<file path="src/rtl/decode_scoreboard.sv">
// Decode-stage hazard and forwarding controller.
// Tracks every in-flight register write from EX (stage 1) to WB (stage DEPTH)
// and decides, for each decode source operand, whether to read the register
// file, forward from a later stage, or stall until the producer's result is
// ready. A MUL initiation-interval counter adds the structural hazard.
//
// Handshake: decode presents an instruction with id_valid. It leaves decode
// (issue=1) in the same cycle when it is neither flushed nor stalled. A
// stalled instruction must be held unchanged by decode until issue rises or
// it is flushed. There is no back-pressure beyond stall.
module decode_scoreboard #(
  parameter int ADDR_W   = 5,
  parameter int DEPTH    = 3,
  parameter int LOAD_LAT = 2,
  parameter int MUL_LAT  = 3,
  parameter int MUL_II   = 2,
  parameter int SEL_W    = 2
) (
  input  logic              clk,
  input  logic              rst,
  input  logic              id_valid,
  input  logic              flush,
  input  logic [ADDR_W-1:0] rs_addr,
  input  logic              rs_re,
  input  logic [ADDR_W-1:0] rt_addr,
  input  logic              rt_re,
  input  logic [ADDR_W-1:0] dst_addr,
  input  logic              dst_we,
  input  logic [1:0]        op_class,
  output logic              stall,
  output logic              issue,
  output logic [SEL_W-1:0]  rs_fwd_sel,
  output logic [SEL_W-1:0]  rt_fwd_sel,
  output logic [SEL_W-1:0]  inflight
);

  localparam int MC_W = (MUL_II > 1) ? $clog2(MUL_II) : 1;

  localparam logic [1:0] OP_LOAD = 2'd1;
  localparam logic [1:0] OP_MUL  = 2'd2;

  // Per-stage tracker: entry k describes the instruction now in stage k.
  logic [DEPTH:1]    ent_valid;
  logic [ADDR_W-1:0] ent_addr [1:DEPTH];
  logic [SEL_W-1:0]  ent_lat  [1:DEPTH];

  logic [MC_W-1:0]   mul_cnt;

  logic              new_valid;
  logic [SEL_W-1:0]  new_lat;
  logic              rs_haz;
  logic              rt_haz;
  logic              rs_hit;
  logic              rt_hit;
  logic [SEL_W-1:0]  rs_sel_c;
  logic [SEL_W-1:0]  rt_sel_c;
  logic              struct_haz;
  logic              attempt;
  int                nxt_cnt;
  logic [SEL_W-1:0]  inflight_nxt;

  // Describe the entry the decode instruction would create if it issues.
  always_comb begin
    new_valid = dst_we && (dst_addr != '0);
    case (op_class)
      OP_LOAD: new_lat = SEL_W'(LOAD_LAT);
      OP_MUL:  new_lat = SEL_W'(MUL_LAT);
      default: new_lat = SEL_W'(1);
    endcase
  end

  // Youngest-match search per source: the first hit scanning from stage 1
  // shadows any older write to the same register.
  always_comb begin
    rs_sel_c = '0;
    rt_sel_c = '0;
    rs_haz   = 1'b0;
    rt_haz   = 1'b0;
    rs_hit   = 1'b0;
    rt_hit   = 1'b0;
    for (int k = 1; k <= DEPTH; k++) begin
      if (!rs_hit && rs_re && (rs_addr != '0) && ent_valid[k] && (ent_addr[k] == rs_addr)) begin
        rs_hit = 1'b1;
        if (SEL_W'(k) >= ent_lat[k]) rs_sel_c = SEL_W'(k);
        else                         rs_haz   = 1'b1;
      end
      if (!rt_hit && rt_re && (rt_addr != '0) && ent_valid[k] && (ent_addr[k] == rt_addr)) begin
        rt_hit = 1'b1;
        if (SEL_W'(k) >= ent_lat[k]) rt_sel_c = SEL_W'(k);
        else                         rt_haz   = 1'b1;
      end
    end
  end

  // Stall / issue decision; flush overrides any hazard, reset blocks issue.
  always_comb begin
    struct_haz = (op_class == OP_MUL) && (mul_cnt != '0);
    attempt    = id_valid && !flush;
    stall      = attempt && (rs_haz || rt_haz || struct_haz);
    issue      = attempt && !stall && !rst;
    rs_fwd_sel = rs_sel_c;
    rt_fwd_sel = rt_sel_c;
  end

  // Number of valid entries once the pipeline has advanced this cycle.
  always_comb begin
    nxt_cnt = 0;
    if (issue && new_valid) nxt_cnt = nxt_cnt + 1;
    for (int k = 1; k < DEPTH; k++) begin
      if (ent_valid[k]) nxt_cnt = nxt_cnt + 1;
    end
    if (nxt_cnt > DEPTH) nxt_cnt = DEPTH;
    inflight_nxt = SEL_W'(nxt_cnt);
  end

  // Valid bits advance every cycle; stage 1 gets the new writer or a bubble.
  always_ff @(posedge clk) begin
    if (rst) begin
      ent_valid <= '0;
    end else begin
      for (int k = DEPTH; k >= 2; k--) ent_valid[k] <= ent_valid[k-1];
      ent_valid[1] <= issue && new_valid;
    end
  end

  // Entry payload shifts alongside the valid bits; it is ignored when invalid.
  always_ff @(posedge clk) begin
    for (int k = DEPTH; k >= 2; k--) begin
      ent_addr[k] <= ent_addr[k-1];
      ent_lat[k]  <= ent_lat[k-1];
    end
    ent_addr[1] <= dst_addr;
    ent_lat[1]  <= new_lat;
  end

  // MUL initiation-interval counter and registered in-flight count.
  always_ff @(posedge clk) begin
    if (rst) begin
      mul_cnt  <= '0;
      inflight <= '0;
    end else begin
      if (issue && (op_class == OP_MUL)) mul_cnt <= MC_W'(MUL_II - 1);
      else if (mul_cnt != '0)            mul_cnt <= mul_cnt - 1'b1;
      inflight <= inflight_nxt;
    end
  end

endmodule
</file>
<file path="config.mk">
export PLATFORM = sky130hd
export DESIGN_NAME = decode_scoreboard
export DESIGN_NICKNAME = d
export VERILOG_FILES = /design/src/rtl/decode_scoreboard.sv
export SDC_FILE = /design/constraint.sdc
export NUM_CORES = 1
export LEC_CHECK = 0
export CORE_MARGIN = 5
export CORE_UTILIZATION = 50
export CTS_CLUSTER_SIZE = 10
export DETAILED_ROUTE_END_ITERATION = 10
export HOLD_SLACK_MARGIN = 0.03
export PLACE_DENSITY_LB_ADDON = 0.25
export SETUP_SLACK_MARGIN = 0.3
export SLEW_MARGIN = 20
export SYNTH_ARGS = -nofsm -noshare
export SYNTH_HDL_FRONTEND = slang
export SYNTH_SLANG_ARGS = --single-unit
</file>
<file path="constraint.sdc">
create_clock -name clk -period 8.1 [get_ports clk]
set_clock_uncertainty 0.15 [all_clocks]
set_input_delay 1.62 -clock clk [delete_from_list [all_inputs] [get_ports clk]]
set_output_delay 1.62 -clock clk [all_outputs]
set_load 0.01 [all_outputs]
</file>
### Word level (Yosys, flattened, before mapping)

Memory sizes are Yosys's and may differ from the RTL's.
Cells that the tools add are included.

* equal/unequal tests: 8
* order comparisons: 4
* multiplexer cells: 33
* reduce and logical (&&, ||, !) cells: 42
* add/sub/neg operators: 3

Operators by type and width (number)
* $add A32 B2 Y32 const B: 2
* $mux W32: 2
* $gt A32 B3 Y1 const B: 1
* $eq A5 B5 Y1: 6
* $logic_and A1 B1 Y1: 30
* $mux W1: 20
* $mux W2: 10
* $reduce_bool A5 Y1: 3
* $logic_not A1 Y1: 7
* $ge A2 B2 Y1 const A: 2
* $pmux W2 S2: 1
* $eq A2 B1 Y1 const B: 1
* $eq A2 B2 Y1 const B: 1
* $ge A1 B2 Y1 const A: 1
* $logic_or A1 B1 Y1: 2
* $sub A1 B1 Y1 const B: 1

* RAM bits: 21
* register bits: 6
* output and inout bits: 8
* memories: 2
* logic and storage cells: 95
* input bits: 24

Memory list
* ent_addr: words 3, bits a word 5, read ports 3, clocked after memory_dff 0, write ports 3, line 44 `logic [ADDR_W-1:0] ent_addr [1:DEPTH];`
* ent_lat: words 3, bits a word 2, read ports 3, clocked after memory_dff 0, write ports 3, line 45 `logic [SEL_W-1:0] ent_lat [1:DEPTH];`

### Depth between registers and ports, before layout

Gate-level depths: netlist of the first run.

* depth after elaboration: 31
* depth in mapped cells: 8
* gate-level depth less buffers: 8

### Worst setup path after synthesis of the first run

OpenSTA, ideal clock, no wires.

* kind: input-to-output
* from: input rs_addr[0]
* to: output issue
* buffers on the path: 0
* data arrival time: 2.924 ns
* cell stages on the path: 5
* path slack: 3.406 ns
* data required time: 6.330 ns
* cells stage by stage: or4_4 -> o21ai_2 -> inv_2 -> a32o_2 -> a211oi_4

* word-level cells in the longest chain between the ends: 23
* elaborated cells between the ends (all ways): 30
* those cells by class: eq/ne (3); mux (7); reduce/logical (20)

RTL lines
* start, declared: line 23 `input logic [ADDR_W-1:0] rs_addr,`
* $reduce_bool A5 Y1: line 82 `if (!rs_hit && rs_re && (rs_addr != '0) && ent_valid[k] && (ent_addr[k] == rs_addr)) begin`
* $logic_and A1 B1 Y1 (3 in series): line 82
* $mux W1: line 82
* $logic_not A1 Y1: line 82
* $logic_and A1 B1 Y1 (4 in series): line 82
* $mux W1: line 82
* $logic_not A1 Y1: line 82
* $logic_and A1 B1 Y1 (4 in series): line 82
* $mux W1 *: line 82
* $logic_or A1 B1 Y1 * (2 in series): line 99 `stall = attempt && (rs_haz || rt_haz || struct_haz);`
* $logic_and A1 B1 Y1 *: line 99
* $logic_not A1 Y1 *: line 100 `issue = attempt && !stall && !rst;`
* $logic_and A1 B1 Y1 * (2 in series): line 100
* end, declared: line 31 `output logic issue,`

Mark *: on every way between the ends. The rest lies on a longest branch, timed or not.

### Worst setup path after layout of the first run

* from: input rt_addr[4]
* to: output issue

* word-level cells in the longest chain between the ends: 23
* elaborated cells between the ends (all ways): 30
* those cells by class: eq/ne (3); mux (7); reduce/logical (20)

RTL lines
* start, declared: line 25 `input logic [ADDR_W-1:0] rt_addr,`
* $reduce_bool A5 Y1: line 87 `if (!rt_hit && rt_re && (rt_addr != '0) && ent_valid[k] && (ent_addr[k] == rt_addr)) begin`
* $logic_and A1 B1 Y1 (3 in series): line 87
* $mux W1: line 87
* $logic_not A1 Y1: line 87
* $logic_and A1 B1 Y1 (4 in series): line 87
* $mux W1: line 87
* $logic_not A1 Y1: line 87
* $logic_and A1 B1 Y1 (4 in series): line 87
* $mux W1 *: line 87
* $logic_or A1 B1 Y1 * (2 in series): line 99
* $logic_and A1 B1 Y1 *: line 99
* $logic_not A1 Y1 *: line 100
* $logic_and A1 B1 Y1 * (2 in series): line 100

Marked as above.

==> impl_metrics.csv, run 1 <==
group,metric,value,unit
worst_setup_path,slowest_stage,"clkdlybuf4s50_1",
cells_and_area,n_antenna_cell,0,
sta,relSlewSlack,67.18,%
cts,cts_root_buffer,"clkbuf_4",
sta,period_share,73.77,%
sta,min_period,5.975,ns
logic_synthesis,ys_warn_count,0,
die,coreArea,2233,um^2
routing,drtAntennaViolNets,0,
logic_synthesis,avgSynthCellArea,10.46,um^2
routing,drtIter0Drc,25,
die,rows,17,
sta,slew_viol_final,0,
routing,vias,913,
cells_and_area,seq_area,500.5,um^2
worst_setup_path,cp_common_cell,"clkdlybuf4s50_1",
power_and_ir_drop,peakVddDrop,0.1379,mV
routing,wl_per_cell,15.34,um
power_and_ir_drop,p_leak,0.6167,nW
worst_setup_path,critical_path_class,"in2out",
sta,rsz0062_at_grt,"false",
cells_and_area,multiInputGateArea,648.1,um^2
logic_synthesis,synthDistinctLibCells,29,
worst_setup_path,end_kind,"output port",
cts,clk_pin_slew,0.14,ns
worst_setup_path,path_cells,"clkdlybuf4s50_1 -> xor2_1 -> nor4_1 -> a31oi_1 -> a32o_2 -> a211oi_4 -> clkdlybuf4s50_1",
logic_synthesis,postSynthCellCount,112,
cts,htreeDepth,1,
logic_synthesis,syn-num-nets,139,
cells_and_area,mostFrequentLayoutCells,"clkdlybuf4s50_1 (31), dfxtp_1 (25), xor2_1 (24)",
cts,cts_hold_buf,0,
grt,grt_max_degree,16,
cts,clock_sinks,25,
die,die_w,58.40,um
routing,vias_per_cell,5.217,
cts,post_cts_buffers,0,
cells_and_area,layout_commonest_cell,"clkdlybuf4s50_1",
sta,hold_viol_final,0,
logic_synthesis,yosys.area.top_type,"dfxtp_1",
cts,cts_tree,"yes",
die,initial_core_util,52.44,%
min_path,hp-class,"reg2reg",
logic_synthesis,synth_area,1171,um^2
die,io-pin-count,32,
cells_and_area,syn2layout_area_growth,32.05,%
cts,cts_buffers,3,
logic_synthesis,synthTopCellsByArea,"dfxtp_1 (43%), xor2_1 (18%), xnor2_1 (4.5%)",
power_and_ir_drop,power_density,147.8,nW/um^2
worst_setup_path,arrival,4.21,ns
sta,fmax,167.4,MHz
worst_setup_path,start_kind,"input pin",
die,die_y,58.40,um
routing,first_pass_iters,4,
grt,antenna_found_initial,0,
grt,grt_util_all_layers,16.98,%
routing,drc,0,
flow_run,maxCapViolCount,0,
cells_and_area,fin_cells,175,
grt,grt_pass1_vias,984,
logic_synthesis,synth_top_area_share,42.74,%
logic_synthesis,ys_seq_area_share,42.74,%
routing,wl,2684,um
grt,grt_overflow_total,0,
placement,dp_hpwl,2213,um
cells_and_area,fin_nets,175,
cells_and_area,fill_cells,172,
cts,cts_buffer_depth,2,
worst_setup_path,cpPeakStageDelay,0.59,ns
sta,hold_ws,0.2077,ns
cts,clkLatencyLatePin,0.31,ns
die,dieArea,3410,um^2
sta,tightest_slew,0.4878,ns
placement,io_buffers,31,
logic_synthesis,synth-seq-cells,25,
placement,dp_cells,171,
run_status,status,"complete, no violations",
worst_setup_path,crit_fanout,5,
grt,grt_pass1_wl,4353,um
sta,tns,0,ns
cts,cts_resized,0,
sta,finalSetupViolations,0,
cells_and_area,drive_gt1_share,9.524,%
worst_setup_path,required,6.33,ns
placement,gp_congestion,0.9482,
per-stage QoR:
step                area (um^2)  utilization (%)  power, mW  setup slack [ns]
floorplan                  1171                -     0.1532             3.406
global placement           1516            67.90     0.1738             2.208
detailed placement         1516            67.90     0.1749             2.166
CTS                        1546            69.24     0.2302             2.138
global route               1546            69.24     0.2396             2.023
finish                     1546            69.24     0.2286             2.125
layout make-up:
cell class                      count  area share [%]
Multi-Input combinational cell     81           41.91
Sequential cell                    25           32.36
Timing Repair Buffer               31           20.06
Tap cell                           28           2.265
Clock buffer                        3           1.456
Inverter                            6           1.456
Clock inverter                      1          0.4854
path summary, 6_finish.rpt:
kind	to	start	slack, ns	depth (start not counted)
max	issue	rt_addr[4]	2.12	7
min	ent_lat[0][4]	ent_lat[0][2]	0.21	0
min reg2reg	ent_lat[0][4]	ent_lat[0][2]	0.21	0
max reg2reg	inflight[0]	ent_addr[0][9]	5.28	8
state kept, by name, summed over array words and instances (netlist names):
name / flops
ent_lat: 4
mul_cnt: 1
ent_addr: 15
ent_valid: 3
inflight: 2
routing by layer:
metal  up-vias  global-route usage (%)  routed length [um]
li1        459                       -                   -
met3         6                   4.167                 134
met1       421                   19.38                1142
met4         0                   6.623                  42
met5         -                       0                   0
met2        27                   30.14                1364
synth_stat cells:
| master | instances |
|---|---|
| a21oi_1 | 3 |
| fa_1 | 1 |
| a21boi_1 | 1 |
| nand2b_1 | 1 |
| a21boi_0 | 1 |
| dfxtp_1 | 25 |
| nand3_1 | 1 |
| a32o_2 | 1 |
| and2_1 | 1 |
| and3_1 | 5 |
| o21ai_2 | 2 |
| o211ai_1 | 2 |
| nor4_1 | 5 |
| xor2_1 | 24 |
| o311a_1 | 2 |
| xnor2_1 | 6 |
| inv_2 | 1 |
| nand4b_1 | 2 |
| a31oi_1 | 1 |
| nand2_1 | 6 |
| nor2b_1 | 4 |
| ha_1 | 2 |
| a211oi_4 | 1 |
| nor2_1 | 3 |
| mux2_2 | 2 |
| or3_1 | 1 |
| or4_4 | 2 |
| inv_1 | 5 |
| nor4_2 | 1 |
power breakdown:
part           total (mW)  internal (mW)  switching [mW]
clock network      0.0562         0.0188          0.0374
registers           0.134          0.129         0.00522
logic              0.0379         0.0209          0.0170
total               0.229          0.169          0.0597
worst max-delay path, delay by kind of cell:
family | cells | cell delay [ns]
buf+inv | 2 | 1.13
xor+xnor | 1 | 0.20
compound gates | 3 | 0.77
simple gates | 1 | 0.49
logic make-up after synthesis:
group	after synthesis	share of synthesized area [%]
AND/OR/NAND/NOR	32	16.88
XOR/XNOR	30	22.44
flip-flops	25	42.74
AO/OA/AOI/OAI	14	10.26
buffers and inverters	6	1.923
adder cells (fa/ha/maj)	3	3.846
multiplexers	2	1.923
Note: power is estimated with default switching activity, not from simulation.
==> inputs of run 2 (changes only) <==
- CORE_UTILIZATION: 50 -> 47
- clock period: 8.1 -> 5.6 ns (I/O delays scaled with it)
==> impl_metrics.csv, run 2 (synthesis results as in run 1) <==
group,metric,value,unit
worst_setup_path,cpPeakStageDelay,0.59,ns
cts,htreeDepth,1,
grt,grt_pass1_wl,4395,um
sta,setup_slack,0.6633,ns
power_and_ir_drop,p_leak,0.6178,nW
grt,grt_pass1_vias,989,
power_and_ir_drop,peakVddDrop,0.1503,mV
worst_setup_path,crit_buf_inv,2,
cells_and_area,post-route-util,63.53,%
die,coreArea,2432,um^2
worst_setup_path,start_kind,"input pin",
cells_and_area,regMostFlops,"ent_addr",
cells_and_area,layout_commonest_cell,"clkdlybuf4s50_1",
worst_setup_path,cp-startpoint,"rt_addr[4]",
placement,io_buffers,31,
sta,finalSetupViolations,0,
cts,post_cts_buffers,0,
placement,dp_hpwl,2151,um
min_path,hp-start,"ent_lat[0][2]",
cts,clock_sinks,25,
routing,first_pass_iters,4,
cts,cts_buffers,3,
run_status,status,"complete, no violations",
worst_setup_path,ff2ff_setup_slack,2.85,ns
power_and_ir_drop,power_density,210.9,nW/um^2
worst_setup_path,required,4.33,ns
cells_and_area,n_antenna_cell,0,
sta,fmax,202.6,MHz
flow_run,maxCapViolCount,0,
cts,clkLatencyLatePin,0.31,ns
cells_and_area,drive_gt1_share,8.844,%
worst_setup_path,arrival,3.67,ns
worst_setup_path,r2r-end,"inflight[0]",
sta,tightest_slew,0.4342,ns
cells_and_area,fin_nets,175,
routing,wl,2552,um
routing,drtAntennaViolNets,0,
min_path,hold_end,"ent_lat[0][4]",
worst_setup_path,critical_path_class,"in2out",
grt,grt_overflow_total,0,
sta,relSlewSlack,70.79,%
sta,tns,0,ns
die,die_w,59.92,um
die,die_y,59.92,um
min_path,min_path_cells,0,
min_path,hp-class,"reg2reg",
sta,period_share,88.15,%
cts,cts_resized,0,
routing,drtIter0Drc,18,
placement,gp_congestion,0.8377,
routing,wl_per_cell,14.42,um
die,rows,18,
worst_setup_path,crit_fanout,5,
die,io-pin-count,32,
power_and_ir_drop,power.total,0.3259,mW
sta,rsz0062_at_grt,"false",
cells_and_area,mostFrequentLayoutCells,"clkdlybuf4s50_1 (31), dfxtp_1 (25), xor2_1 (24)",
cts,cts_buffer_depth,2,
cts,cts_hold_buf,0,
worst_setup_path,path_cells,"clkdlybuf4s50_1 -> xor2_1 -> nor4_1 -> a31oi_1 -> a32o_2 -> a211oi_4 -> clkdlybuf4s50_1",
worst_setup_path,cp_common_cell,"clkdlybuf4s50_1",
die,dieArea,3590,um^2
cts,cts_tree,"yes",
grt,antenna_found_initial,0,
die,initial_core_util,48.15,%
routing,vias_per_cell,5.124,
cells_and_area,syn2layout_area_growth,31.94,%
cells_and_area,reg.largest.list,"ent_addr (15), ent_lat (4), ent_valid (3)",
placement,dp_slack,0.6872,ns
worst_setup_path,r2r_cells,8,
cts,clk_pin_slew,0.13,ns
grt,grt_max_degree,14,
sta,hold_viol_final,0,
routing,drc,0,
cells_and_area,largest_reg_flops,15,
cts,cts_root_buffer,"clkbuf_4",
grt,grt_util_all_layers,16.53,%
routing,vias,907,
worst_setup_path,worstReg2RegStart,"ent_addr[0][9]",
sta,slew_viol_final,0,
sta,min_period,4.937,ns
worst_setup_path,end_kind,"output port",
worst_setup_path,slowest_stage,"clkdlybuf4s50_1",
worst_setup_path,critPathTopFamily,"buffers and inverters",
-- run 2: changes by cell type in the layout (fill, tap and decap cells not counted), sizes merged --
cell / change
clkinvlp: -1
clkbuf: +1
-- run 2: worst max path at each step --
| stage | end | depth (start not counted) |
|---|---|---|
| floorplan | issue | 5 |
| global placement | issue | 7 |
| detailed placement | issue | 7 |
| CTS | issue | 7 |
| global route | issue | 7 |
| finish | issue | 7 |
-- run 2: cell type report --
type / count / area, um^2
clock buffer: 4 / 26.28
fill: 220 / 887.1
inverter: 6 / 22.52
multi-input combinational: 81 / 648.1
sequential: 25 / 500.5
tap: 30 / 37.54
timing repair buffer: 31 / 310.3
-- run 2: metal layers --
metal	vias to the layer above	part of all wire (%)	global-route usage, %
li1	460	-	-
met1	411	43	19.61
met2	31	51	28.86
met3	5	4.7	2.592
met4	0	1.8	7.595
met5	-	0	0
-- run 2: stage by stage --
step,hold WS (ns),area [um^2],instances
final,0.1980,1545,177
after global placement,0.1628,1519,173
after detailed placement,0.1736,1519,173
after global routing,0.2074,1545,177
after CTS,0.2019,1545,177
after floorplan,0.1596,1171,112
-- run 2: power by group --
group / switching (mW) / leakage, nW / internal [mW] / total, mW
clock network: 0.0499 / 0.0150 / 0.0278 / 0.0777
logic: 0.0239 / 0.394 / 0.0302 / 0.0541
registers: 0.00727 / 0.209 / 0.187 / 0.194
